===== src/rtl/bus_arb_pkg.sv =====
// rtl/bus_arb_pkg.sv - shared types, constants and round-robin picker for bus_arbiter
//
// Contents:
//   arb_state_t         arbiter state encoding
//   OWNER_CPU           OWNER value while the 68030 owns the bus
//   DEFAULT_BG_TIMEOUT  cycles a granted master has to answer with BGACK
//   MAX_REQ             widest requester vector the picker handles
//   rr_pick()           round-robin winner selection
package bus_arb_pkg;

    typedef enum logic [2:0] {
        ST_IDLE,
        ST_WAIT_CPU,
        ST_GRANT,
        ST_OWNED,
        ST_NEXT,
        ST_RELEASE
    } arb_state_t;

    localparam int OWNER_CPU          = 0;
    localparam int DEFAULT_BG_TIMEOUT = 64;
    localparam int MAX_REQ            = 4;

    typedef struct packed {
        logic       valid;
        logic [1:0] idx;
    } rr_pick_t;

    // req is active-high. Scans ptr, ptr+1, ... modulo nreq and returns the
    // first set bit. The loop runs from the far end downwards so that the
    // candidate closest to ptr is the last one written and therefore wins.
    function automatic rr_pick_t rr_pick(
        input logic [MAX_REQ-1:0] req,
        input logic [1:0]         ptr,
        input int                 nreq
    );
        rr_pick_t   r;
        logic [1:0] j;
        r.valid = 1'b0;
        r.idx   = 2'd0;
        for (int i = MAX_REQ - 1; i >= 0; i--) begin
            if (i < nreq) begin
                j = 2'((int'(ptr) + i) % nreq);
                if (req[j]) begin
                    r.valid = 1'b1;
                    r.idx   = j;
                end
            end
        end
        return r;
    endfunction

endpackage


===== src/rtl/sync2.sv =====
// rtl/sync2.sv - two-flop synchroniser for active-low asynchronous inputs
//
// Ports:
//   CLKCPU  destination clock
//   RESET   asynchronous active-high reset; both stages reset to 1 (inactive)
//   d       asynchronous input vector
//   q       synchronised output, two CLKCPU cycles behind d
module sync2 #(
    parameter int W = 1
) (
    input  logic         CLKCPU,
    input  logic         RESET,
    input  logic [W-1:0] d,
    output logic [W-1:0] q
);

    logic [W-1:0] meta;

    always_ff @(posedge CLKCPU or posedge RESET) begin
        if (RESET) begin
            meta <= '1;
            q    <= '1;
        end else begin
            meta <= d;
            q    <= meta;
        end
    end

endmodule


===== src/rtl/bus_arbiter.sv =====
// rtl/bus_arbiter.sv - 68000 BR/BG/BGACK arbiter between the 68030 and external bus masters
//
// Ports:
//   CLKCPU  accelerator clock, the only clock
//   RESET   asynchronous active-high reset
//   BR      active-low requests from external masters (asynchronous)
//   BGACK   active-low bus grant acknowledge (asynchronous)
//   AS      active-low Amiga address strobe (asynchronous)
//   AS20    active-low 68030 address strobe
//   BG20    active-low bus grant from the 68030
//   BR20    active-low bus request to the 68030
//   BG      active-low per-requester grant, at most one bit low
//   OWNER   bus owner: 0 = CPU, i+1 = requester i
module bus_arbiter
    import bus_arb_pkg::*;
#(
    parameter int NREQ       = 2,
    parameter int BG_TIMEOUT = DEFAULT_BG_TIMEOUT,
    parameter int OWNER_W    = 3
) (
    input  logic               CLKCPU,
    input  logic               RESET,
    input  logic [NREQ-1:0]    BR,
    input  logic               BGACK,
    input  logic               AS,
    input  logic               AS20,
    input  logic               BG20,
    output logic               BR20,
    output logic [NREQ-1:0]    BG,
    output logic [OWNER_W-1:0] OWNER
);

    localparam int CNT_W = $clog2(BG_TIMEOUT) + 1;

    // ------------------------------------------------------------------
    // Input synchronisation
    // ------------------------------------------------------------------
    logic [NREQ-1:0] br_s;
    logic            bgack_s;
    logic            as_s;

    sync2 #(.W(NREQ)) u_sync_br (
        .CLKCPU (CLKCPU),
        .RESET  (RESET),
        .d      (BR),
        .q      (br_s)
    );

    sync2 #(.W(1)) u_sync_bgack (
        .CLKCPU (CLKCPU),
        .RESET  (RESET),
        .d      (BGACK),
        .q      (bgack_s)
    );

    sync2 #(.W(1)) u_sync_as (
        .CLKCPU (CLKCPU),
        .RESET  (RESET),
        .d      (AS),
        .q      (as_s)
    );

    // ------------------------------------------------------------------
    // State
    // ------------------------------------------------------------------
    arb_state_t         state, state_d;
    logic [1:0]         winner, winner_d;
    logic [1:0]         rr_ptr, rr_ptr_d;
    logic [CNT_W-1:0]   cnt, cnt_d;

    logic [MAX_REQ-1:0] req_all;
    logic [MAX_REQ-1:0] req_oth;
    rr_pick_t           pick_all;
    rr_pick_t           pick_oth;
    logic               bus_free;
    logic               win_req;
    logic               timed_out;

    logic               br20_d;
    logic [NREQ-1:0]    bg_d;
    logic [OWNER_W-1:0] owner_d;

    function automatic logic [1:0] ptr_after(input logic [1:0] idx);
        return (idx == 2'(NREQ - 1)) ? 2'd0 : idx + 2'd1;
    endfunction

    // Active-high request views: everyone, and everyone except the current
    // winner (used when handing the bus on without returning it to the CPU).
    always_comb begin
        req_all             = '0;
        req_all[NREQ-1:0]   = ~br_s;
        req_oth             = req_all;
        req_oth[winner]     = 1'b0;
    end

    assign pick_all  = rr_pick(req_all, rr_ptr, NREQ);
    assign pick_oth  = rr_pick(req_oth, rr_ptr, NREQ);
    assign win_req   = req_all[winner];
    assign timed_out = (cnt == CNT_W'(BG_TIMEOUT - 1));

    // The 68030 has let go only once it grants, its own strobe is idle, the
    // Amiga side strobe is idle and no other master still holds BGACK.
    assign bus_free  = !BG20 && AS20 && as_s && bgack_s;

    // ------------------------------------------------------------------
    // Next-state logic
    // ------------------------------------------------------------------
    always_comb begin
        state_d  = state;
        winner_d = winner;
        rr_ptr_d = rr_ptr;
        cnt_d    = cnt;

        case (state)
            ST_IDLE: begin
                // An unsolicited master holding BGACK keeps us from asking.
                if (pick_all.valid && bgack_s) begin
                    winner_d = pick_all.idx;
                    state_d  = ST_WAIT_CPU;
                end
            end

            ST_WAIT_CPU: begin
                if (!win_req) begin
                    if (pick_oth.valid) begin
                        winner_d = pick_oth.idx;
                    end else begin
                        state_d = ST_RELEASE;
                    end
                end else if (bus_free) begin
                    state_d  = ST_GRANT;
                    cnt_d    = '0;
                    rr_ptr_d = ptr_after(winner);
                end
            end

            ST_GRANT: begin
                cnt_d = cnt + CNT_W'(1);
                // BGACK takes priority over withdrawal and timeout.
                if (!bgack_s) begin
                    state_d = ST_OWNED;
                end else if (!win_req || timed_out) begin
                    state_d = ST_NEXT;
                end
            end

            ST_OWNED: begin
                // BGACKs was low on entry, so the first high is the release.
                if (bgack_s) begin
                    state_d = ST_NEXT;
                end
            end

            ST_NEXT: begin
                // Hand straight over to another waiting master; the 68030
                // still has the bus granted to us, so BR20 stays low.
                if (pick_oth.valid) begin
                    winner_d = pick_oth.idx;
                    state_d  = ST_GRANT;
                    cnt_d    = '0;
                    rr_ptr_d = ptr_after(pick_oth.idx);
                end else begin
                    state_d = ST_RELEASE;
                end
            end

            ST_RELEASE: begin
                state_d = ST_IDLE;
            end

            default: begin
                state_d = ST_IDLE;
            end
        endcase
    end

    // ------------------------------------------------------------------
    // Output decode from the next state, so outputs are registered and
    // change on the same edge as the state.
    // ------------------------------------------------------------------
    always_comb begin
        br20_d = !(state_d inside {ST_WAIT_CPU, ST_GRANT, ST_OWNED, ST_NEXT});

        bg_d = '1;
        for (int i = 0; i < NREQ; i++) begin
            if ((state_d == ST_GRANT) && (winner_d == 2'(i))) begin
                bg_d[i] = 1'b0;
            end
        end

        if (state_d inside {ST_GRANT, ST_OWNED, ST_NEXT}) begin
            owner_d = OWNER_W'(winner_d) + OWNER_W'(1);
        end else begin
            owner_d = OWNER_W'(OWNER_CPU);
        end
    end

    // ------------------------------------------------------------------
    // Registers
    // ------------------------------------------------------------------
    always_ff @(posedge CLKCPU or posedge RESET) begin
        if (RESET) begin
            state  <= ST_IDLE;
            winner <= 2'd0;
            rr_ptr <= 2'd0;
            cnt    <= '0;
            BR20   <= 1'b1;
            BG     <= '1;
            OWNER  <= OWNER_W'(OWNER_CPU);
        end else begin
            state  <= state_d;
            winner <= winner_d;
            rr_ptr <= rr_ptr_d;
            cnt    <= cnt_d;
            BR20   <= br20_d;
            BG     <= bg_d;
            OWNER  <= owner_d;
        end
    end

endmodule

===== config.mk =====
export PLATFORM = sky130hd
export DESIGN_NAME = bus_arbiter
export DESIGN_NICKNAME = d
export VERILOG_FILES = /design/src/rtl/bus_arb_pkg.sv /design/src/rtl/sync2.sv /design/src/rtl/bus_arbiter.sv
export SDC_FILE = /design/constraint.sdc
export NUM_CORES = 1
export LEC_CHECK = 0
export BUFFER_PORTS_ARGS = -buffer_cell sky130_fd_sc_hd__buf_4
export CORE_ASPECT_RATIO = 0.75
export CORE_MARGIN = 2
export CORE_UTILIZATION = 40
export DETAILED_ROUTE_END_ITERATION = 8
export GPL_TIMING_DRIVEN = 0
export PLACE_DENSITY = 0.65
export SLEW_MARGIN = 20
export SYNTH_ARGS = -nofsm -noshare
export SYNTH_HDL_FRONTEND = slang
export SYNTH_SLANG_ARGS = --single-unit
export TNS_END_PERCENT = 5

===== constraint.sdc =====
create_clock -name CLKCPU -period 3.65 [get_ports CLKCPU]
set_input_delay 0.73 -clock CLKCPU [delete_from_list [all_inputs] [get_ports CLKCPU]]
set_output_delay 0.73 -clock CLKCPU [all_outputs]
set_load 0.02 [all_outputs]

; Word level (Yosys, flattened, before mapping)
; Cells that the tools add are included.
[totals]
out_inout_bits = 6
elab_cells = 102
in_bits = 8
ff_bits = 27
[op_classes]
n_mux = 42
magnitude_cmp = 4
reduce_logical = 19
add_sub_neg = 5
eq_ne = 15
n_bitwise = 4
[ops]
columns = operator, count
row1 = $mux 3, 13
row2 = $mux 7, 3
row3 = $pmux 7 s3, 1
row4 = $mux 1, 15
row5 = $pmux 3 s5, 1
row6 = $eq 3x2->1 const B, 4
row7 = $reduce_and 4->1, 2
row8 = $add 7x1->7 const B, 1
row9 = $eq 7x6->1 const B, 1
row10 = $logic_and 1x1->1, 7
row11 = $bmux 1 s2, 3
row12 = $eq 2x1->1 const B, 3
row13 = $eq 3x1->1 const B, 2
row14 = $eq 3x3->1 const B, 2
row15 = $lt 2x3->1 const B, 2
row16 = $mux 2, 3
row17 = $ne 2x2->1 const B, 3
row18 = $pmux 2 s3, 1
row19 = $reduce_bool 3->1, 2
row20 = $and 2x4->4, 1
row21 = $not 4->4, 1
row22 = $reduce_bool 4->1, 1
row23 = $add 1x1->1 const B, 3
row24 = $add 2x1->3 const B, 1
row25 = other kinds (11), 13

; Depth between registers and ports, before layout
; Gate-level depths: netlist of the first run.
[depth]
ltp_word = 16
depth_mapped = 8
depth_no_buf = 7

; By module
; From an unflattened synthesis of the first run, not the netlist that was laid out.
[unflattened]
hier_cells = 135
area_unflattened_um2 = 1387.6
[by_module_without_submodules]
columns = module, cells_each, n_inst, area_per_inst_um2
row1 = bus_arbiter, 124, 1, 1166.1
row2 = sync2 at u_sync_as ..., 3, 2, 56.3
row3 = sync2 at u_sync_br, 5, 1, 108.9

; Worst setup path after synthesis of the first run
; Ideal clock, no wire load.
[synth_timing]
path_type = reg2reg
startpoint = reg u_sync_br.q[1]
endpoint = reg OWNER[1]
path_slack_ns = 1.698
path_stages_with_launch = 9
arrival_ns = 1.824
n_path_buf = 1
cell_sequence = dfstp_2 > buf_2 > inv_1 > o21ai_0 > o21ai_0 > a221o_1 > a31o_2 > ha_1 > nor2_1
[synth_via]
elab_cells_between_ends = 36
cone_classes = 1 x add/sub / 3 x eq/ne / 26 x mux / 2 x bitwise / 4 x reduce/logical
[synth_lines]
columns = element, line_no
row1 = start: declaration, sync2.sv:14  ; output logic [W-1:0] q
row2 = start signal: assignment, sync2.sv:25  ; q <= meta;
row3 = $not 2->2 (*), bus_arbiter.sv:91  ; req_all[NREQ-1:0] = ~br_s;
row4 = $and 2x4->4 (no line), --
row5 = $bmux 1 s2, bus_arb_pkg.sv:44  ; if (req[j]) begin
row6 = $mux 1 (implied by the code), bus_arb_pkg.sv:44
row7 = $mux 3 (2 in a row), bus_arb_pkg.sv:44
row8 = $mux 2, "bus_arbiter.sv:125, bus_arbiter.sv:157"
row9 = $mux 2, bus_arbiter.sv:124  ; if (!win_req) begin
row10 = $pmux 2 s3 (*), bus_arbiter.sv:114  ; case (state)
row11 = via winner_d[0], bus_arbiter.sv:67  ; logic [1:0] winner, winner_d;
row12 = $add 2x1->3 (*), bus_arbiter.sv:192  ; owner_d = OWNER_W'(winner_d) + OWNER_W'(1);
row13 = $mux 3 (*), bus_arbiter.sv:191  ; if (state_d inside {ST_GRANT, ST_OWNED, ST_NEXT}) begin
row14 = via owner_d[1], bus_arbiter.sv:81  ; logic [OWNER_W-1:0] owner_d;
row15 = end signal: assignment, bus_arbiter.sv:209  ; OWNER <= OWNER_W'(OWNER_CPU);
row16 = end signal: assignment, bus_arbiter.sv:217  ; OWNER <= owner_d;
row17 = end: declaration, bus_arbiter.sv:30  ; output logic [OWNER_W-1:0] OWNER
; Mark *: on every way through the listed nets, which the timed path passes. The rest lies on a longest branch. The select of a mux whose other input is x is not followed.
; A chain may end at the register's enable or synchronous reset.

; Final worst setup path of the first run
; Ends and elaborated chain as after synthesis.

==> results of run 1 <==
## report_power, final
part	internal, W	leakage (nW)	total [W]	switching (W)
registers	0.000381	0.326	0.000444	0.0000630
logic	0.000213	0.353	0.000493	0.000280
clock network	0.0000763	0.0255	0.000165	0.0000885
## layer usage
| metal | up-vias | GRT usage | share of wire |
|---|---|---|---|
| met5 | - | 0 | 0 |
| met4 | 0 | 0.01887 | 0 |
| met3 | 0 | 0.03986 | 0.056 |
| met2 | 31 | 0.2492 | 0.46 |
| met1 | 524 | 0.2068 | 0.48 |
| li1 | 518 | - | - |
## kinds of logic (layout without fill, tap and decap cells)
family | Yosys count | count (layout) | synth area share
AOI/OAI and AO/OA | 35 | 35 | 0.1819
xor gates and xnor gates | 4 | 4 | 0.02509
adders and majority gates | 4 | 4 | 0.03584
buffers and inverters | 16 | 33 | 0.05286
DFF | 27 | 27 | 0.4937
muxes | 3 | 3 | 0.02151
and+or+nand+nor | 45 | 45 | 0.1891
## state kept, by name (all words and copies together) (netlist names)
| name | cells |
|---|---|
| u_sync_as.meta | 1 |
| u_sync_bgack.q | 1 |
| u_sync_bgack.meta | 1 |
| winner | 2 |
| OWNER | 3 |
| BR20 | 1 |
| state | 3 |
| cnt | 7 |
| BG | 2 |
| u_sync_br.q | 2 |
| u_sync_br.meta | 2 |
| u_sync_as.q | 1 |
| rr_ptr | 1 |
## worst register-to-register path: stages (launching register included)
cell and delay [ps]:
sky130_fd_sc_hd__dfstp_2 520, sky130_fd_sc_hd__buf_2 210, sky130_fd_sc_hd__inv_1 70, sky130_fd_sc_hd__o21ai_0 140
sky130_fd_sc_hd__o21ai_0 120, sky130_fd_sc_hd__a221o_1 400, sky130_fd_sc_hd__a31o_2 270, sky130_fd_sc_hd__ha_1 270
sky130_fd_sc_hd__nor2_1 90
## synth_stat cells (all sizes together)
master and number:
mux2i 3, and4b 1, or3b 1, a311oi 1
a221o 1, nand3b 1, nor4bb 1, o311ai 1
and3 3, o211ai 1, nor2 9, ha 4
xnor2 1, a21oi 8, a22o 2, nor3 5
inv 10, a221oi 1, nand3 6, a32oi 1
a31oi 4, o22ai 1, o21ai 10, xor2 3
o31ai 2, nor2b 1, nand2b 4, dfstp 11
nand4 5, o2111a 1, nand2 7, dfrtp 16
a31o 1, nor3b 1, buf 6
## stage by stage
stage          worst slack, ps  utilization  instances  cell area [sq um]
3_3_place_gp              1576       0.4664        187               1544
5_1_grt                   1308       0.4803        191               1590
4_1_cts                   1474       0.4803        191               1590
6_report                  1496       0.4803        191               1590
2_1_floorplan             1698            -        134               1396
3_5_place_dp              1490       0.4664        187               1544
## area by class of cell
| type | instances | area [sq um] | area share |
|---|---|---|---|
| Clock inverter | 1 | 5.005 | 0.003147 |
| Sequential cell | 27 | 689.4 | 0.4335 |
| Clock buffer | 3 | 41.29 | 0.02596 |
| Buffer | 6 | 36.28 | 0.02282 |
| Inverter | 10 | 37.54 | 0.02360 |
| Tap cell | 40 | 50.05 | 0.03147 |
| Multi-Input combinational cell | 91 | 633.1 | 0.3981 |
| Timing Repair Buffer | 13 | 97.59 | 0.06137 |
## how the worst min path moves through the flow
stage / start / to / slack [ps]
after floorplan: u_sync_as.meta / u_sync_as.q / 350
after global placement: u_sync_br.meta[0] / u_sync_br.q[0] / 350
after detailed placement: u_sync_br.meta[0] / u_sync_br.q[0] / 350
after CTS: u_sync_br.meta[0] / u_sync_br.q[0] / 360
after global routing: u_sync_br.meta[1] / u_sync_br.q[1] / 370
final: u_sync_br.meta[1] / u_sync_br.q[1] / 360
==> results.toml, run 1 <==
[worst_setup_path]
cp-start-kind = "flip-flop"
critical_path_start = "u_sync_br.q[1]"
cp_cell_sequence = "buf_2 -> inv_1 -> o21ai_0 -> o21ai_0 -> a221o_1 -> a31o_2 -> ha_1 -> nor2_1"
cp.arrival_ps = 2360
largest_driver_fanout_on_the_critical_path = 10
critPathRequiredTime_ps = 3850
critical_path.endpoint = "OWNER[1]"
ff2ff_setup_slack_ps = 1500
highest_delay_cell_along_the_critical_path = "sky130_fd_sc_hd__dfstp_2"
critical_path_depth = 8
delay_of_the_slowest_cell_on_the_worst_path_ps = 520
worst_path_dominant_cell_family = "compound AO/OA/AOI/OAI gates"
crit_end_element = "flip-flop"
critical_path.n_buffers_inverters = 2
timing.rr.start = "u_sync_br.q[1]"
rr_endpoint = "OWNER[1]"
crit_top_cell = "sky130_fd_sc_hd__o21ai_0"
worst-r2r-cell-count = 8
worstSetupPathType = "reg2reg"

[layout]
fill_cells = 317
area.growth.synth_to_final_pct = 13.89
finish.net_count = 164
num_antenna_cells = 0
mostFrequentLayoutCell = "sky130_fd_sc_hd__dfrtp_1"
fraction_of_final_layout_cells_sized_beyond_drive_strength_1 = 0.2980
mostFrequentLayoutCells = "sky130_fd_sc_hd__dfrtp_1 (16), sky130_fd_sc_hd__buf_4 (13), sky130_fd_sc_hd__dfstp_2 (11)"

[clock_tree]
ctsHoldBuffers = 0
postCtsSetupRepairBufs = 0
cts_root_buf = "sky130_fd_sc_hd__clkbuf_8"
cts_htree_levels = 1
tritoncts_num_sinks = 27
cts_resized = 0
cts-buffers-inserted = 3
path_clk_slew_ps = 90
max-clock-path-buffers = 2
cts_tree = "done"
worst_skew_pair.late_latency_ps = 270

[synthesis]
post_synth.cell_area_avg_sq_um = 10.42
postSynthRegisterBits = 27
synth_cell_types = 44
synth_area_leader_cell = "sky130_fd_sc_hd__dfrtp_1"
postSynthNetCount = 146
ys_seq_area_frac = 0.4937
synth_top_cell_area_share = 0.2867
synth.area.top_cells = "sky130_fd_sc_hd__dfrtp_1 (29%), sky130_fd_sc_hd__dfstp_2 (21%), sky130_fd_sc_hd__ha_1 (3.6%)"
synthesis.instances = 134
yosysWarningCount = 0
area_of_the_mapped_netlist_sq_um = 1396

[sta]
worst_tran_pin_value_ps = 929.6
setup_repair_after_global_routing_missed_its_margin = "no"
totalNegativeSetupSlack_ps = 0
fin_crit_sh = 0.5900
number_of_setup_violations_in_the_final_report = 0
maxSlewHeadroom = 0.3764
finalHoldViolCount = 0
final_period_minus_worst_setup_slack_ps = 2154
timing.clock.skew_ps = 3.521
drv_slew = 0
hold_slack_final_ps = 360.5
timing.fmax_mhz = 464.3

[place]
numPortBuffers = 13
detailed_place_hpwl_um = 2002
finalWeightedCongestion = 0.9011

[grt]
grt_use_total = 0.1507
number_of_antenna_violations_at_the_first_check_in_global_routing = 0
grt_first_pass_wirelength_um = 4505
grt_pass1_vias = 979
pin_count_of_the_biggest_net_entering_global_routing = 28
overflow = 0

[drt]
drt-pass1-iter-count = 4
wl_per_cell_um = 13.95
drt_first_iter_violations = 58
ant_nets = 0
via_count = 1073
drc = 0
viasPerCell = 5.618
drt_wl_total_um = 2664

[die]
top_level_ports = 14
die-area_sq_um = 3984
std_cell_rows = 18
die_outline_width_um = 72.23
die_h_um = 55.17
initial_core_util = 0.4218
core_area_sq_um = 3311

[power_and_ir_drop]
p_leak_nw = 0.7042
vdd_drop_max_uv = 315.3
total_power_w = 0.001102
p_per_area_nw_per_um2 = 692.8

[worst_hold_path]
hold_path.class = "reg2reg"
worst_hold_path.num_cells = 0

[run]
maxCapViolCount = 0

[status]
status = "finished, final reports clean"
Power figures use the tool's default switching activity.
==> run 2: changes to the inputs <==
==> constraint.sdc (replaced) <==
create_clock -name CLKCPU -period 2.14 [get_ports CLKCPU]
set_input_delay 0.428 -clock CLKCPU [delete_from_list [all_inputs] [get_ports CLKCPU]]
set_output_delay 0.428 -clock CLKCPU [all_outputs]
set_load 0.02 [all_outputs]
==> run 2 against run 1 <==
Sequential share of layout area down 0.10 points; die area unchanged; register-to-register slack worse by 1400 ps; sequential power up 71%; non-clock buffer count unchanged; count of clock-buffer cells in the layout unchanged; worst hold slack worse by 110 ps; first-iteration DRC count down 1.7%; via count up 0.75%.
==> results.toml, run 2 (synthesis results as in run 1) <==
[clock_tree]
cts_tree = "done"
ctsHoldBuffers = 0
cts-buffers-inserted = 3
max-clock-path-buffers = 2
worst_skew_pair.late_latency_ps = 270
cts_htree_levels = 1
path_clk_slew_ps = 90
tritoncts_num_sinks = 27
cts_root_buf = "sky130_fd_sc_hd__clkbuf_8"

[drt]
drc = 0
drt-pass1-iter-count = 4
ant_nets = 0
viasPerCell = 5.660
wl_per_cell_um = 14.21
drt_wl_total_um = 2715
via_count = 1081
drt_first_iter_violations = 57

[sta]
maxSlewHeadroom = 0.3837
finalHoldViolCount = 0
hold_slack_final_ps = 245.8
timing.fmax_mhz = 495.4
totalNegativeSetupSlack_ps = 0
worst_tran_pin_value_ps = 918.7
number_of_setup_violations_in_the_final_report = 0
final_period_minus_worst_setup_slack_ps = 2019
layout_setup_ws_ps = 121.4
setup_repair_after_global_routing_missed_its_margin = "no"
drv_slew = 0
fin_crit_sh = 0.9433
timing.clock.skew_ps = 5.202

[layout]
largest_register_ffs = 7
num_antenna_cells = 0
most_flops_register = "cnt"
mostFrequentLayoutCell = "sky130_fd_sc_hd__dfrtp_1"
area.growth.synth_to_final_pct = 14.16
top_regs = "cnt: 7 flops, OWNER: 3 flops, state: 3 flops"
finish.net_count = 164
mostFrequentLayoutCells = "sky130_fd_sc_hd__dfrtp_1 (16), sky130_fd_sc_hd__buf_4 (13), sky130_fd_sc_hd__dfstp_2 (11)"
fraction_of_final_layout_cells_sized_beyond_drive_strength_1 = 0.3046
final_area_sq_um = 1594

[power_and_ir_drop]
vdd_drop_max_uv = 545.0
total_power_w = 0.001883
p_per_area_nw_per_um2 = 1181
p_leak_nw = 0.7055

[worst_hold_path]
hold_path.class = "in2async"

[worst_setup_path]
crit_end_element = "flip-flop"
worst-r2r-cell-count = 7
highest_delay_cell_along_the_critical_path = "sky130_fd_sc_hd__dfstp_2"
crit_top_cell = "sky130_fd_sc_hd__o21ai_0"
critical_path_start = "u_sync_br.q[1]"
timing.rr.start = "u_sync_br.q[1]"
cp_cell_sequence = "inv_1 -> o21ai_0 -> o21ai_0 -> a221o_1 -> a31o_2 -> ha_1 -> nor2_1"
rr_endpoint = "OWNER[1]"
worst_path_dominant_cell_family = "compound AO/OA/AOI/OAI gates"
critPathRequiredTime_ps = 2340
cp.arrival_ps = 2220
delay_of_the_slowest_cell_on_the_worst_path_ps = 600
worstSetupPathType = "reg2reg"
ff2ff_setup_slack_ps = 120
largest_driver_fanout_on_the_critical_path = 6
critical_path.n_buffers_inverters = 1
cp-start-kind = "flip-flop"

[grt]
grt_first_pass_wirelength_um = 4491
grt_use_total = 0.1499
overflow = 0
number_of_antenna_violations_at_the_first_check_in_global_routing = 0
pin_count_of_the_biggest_net_entering_global_routing = 28
grt_pass1_vias = 981

[die]
die_h_um = 55.17
die_outline_width_um = 72.23
die-area_sq_um = 3984
initial_core_util = 0.4218
std_cell_rows = 18
core_area_sq_um = 3311
top_level_ports = 14

[place]
place_ws_ps = -20.14
numPortBuffers = 13
placement.cell_area_sq_um = 1544
finalWeightedCongestion = 0.9011
detailed_place_hpwl_um = 2002

[run]
maxCapViolCount = 0

[status]
status = "finished, final reports clean"
-- run 2: cell types whose count changed in the layout (fill, tap and decap cells not counted), sizes merged --
cell	previous run	this run
buf	19	18
clkbuf	3	4
-- run 2: worst max path at each step --
stage	end	depth (start not counted)
after global routing	OWNER[1]	7
after floorplan	OWNER[1]	8
final	OWNER[1]	7
after detailed placement	OWNER[1]	8
after CTS	OWNER[1]	7
after global placement	OWNER[1]	8
-- run 2: repair_timing --
item | 4_1_cts | 5_1_grt
buffers inserted | 0 | 1
gates cloned | 0 | 0
pin swaps | 0 | 0
setup endpoints to repair | 2 | 1
gates resized for setup | 0 | 1
-- run 2: layout make-up --
cell class                 instances  area, sq um
sequential                        27        689.4
inverter                          10        37.54
tap                               40        50.05
buffer                             5        31.28
clock buffer                       3        41.29
clock inverter                     1        5.005
fill                             312         1717
multi-input combinational         91        636.9
timing repair buffer              14        102.6
-- run 2: through the flow --
| step | std cells | util |
|---|---|---|
| floorplan | 134 | - |
| global placement | 187 | 0.4664 |
| detailed placement | 187 | 0.4664 |
| CTS | 190 | 0.4788 |
| global route | 191 | 0.4815 |
| finish | 191 | 0.4815 |
-- run 2: power by group --
part           switching (W)  total (W)  internal [W]
sequential          0.000110   0.000760      0.000651
clock               0.000152   0.000282      0.000130
combinational       0.000477   0.000841      0.000364
-- run 2: routing by layer --
metal  vias to the layer above  routed length [um]  GRT usage  part of all wire
met2                        32                1226     0.2508              0.45
met3                         0                 173    0.03986             0.064
met1                       529                1315     0.2034              0.48
met4                         0                   0    0.01887                 0
li1                        520                   -          -                 -
met5                         -                   0          0                 0
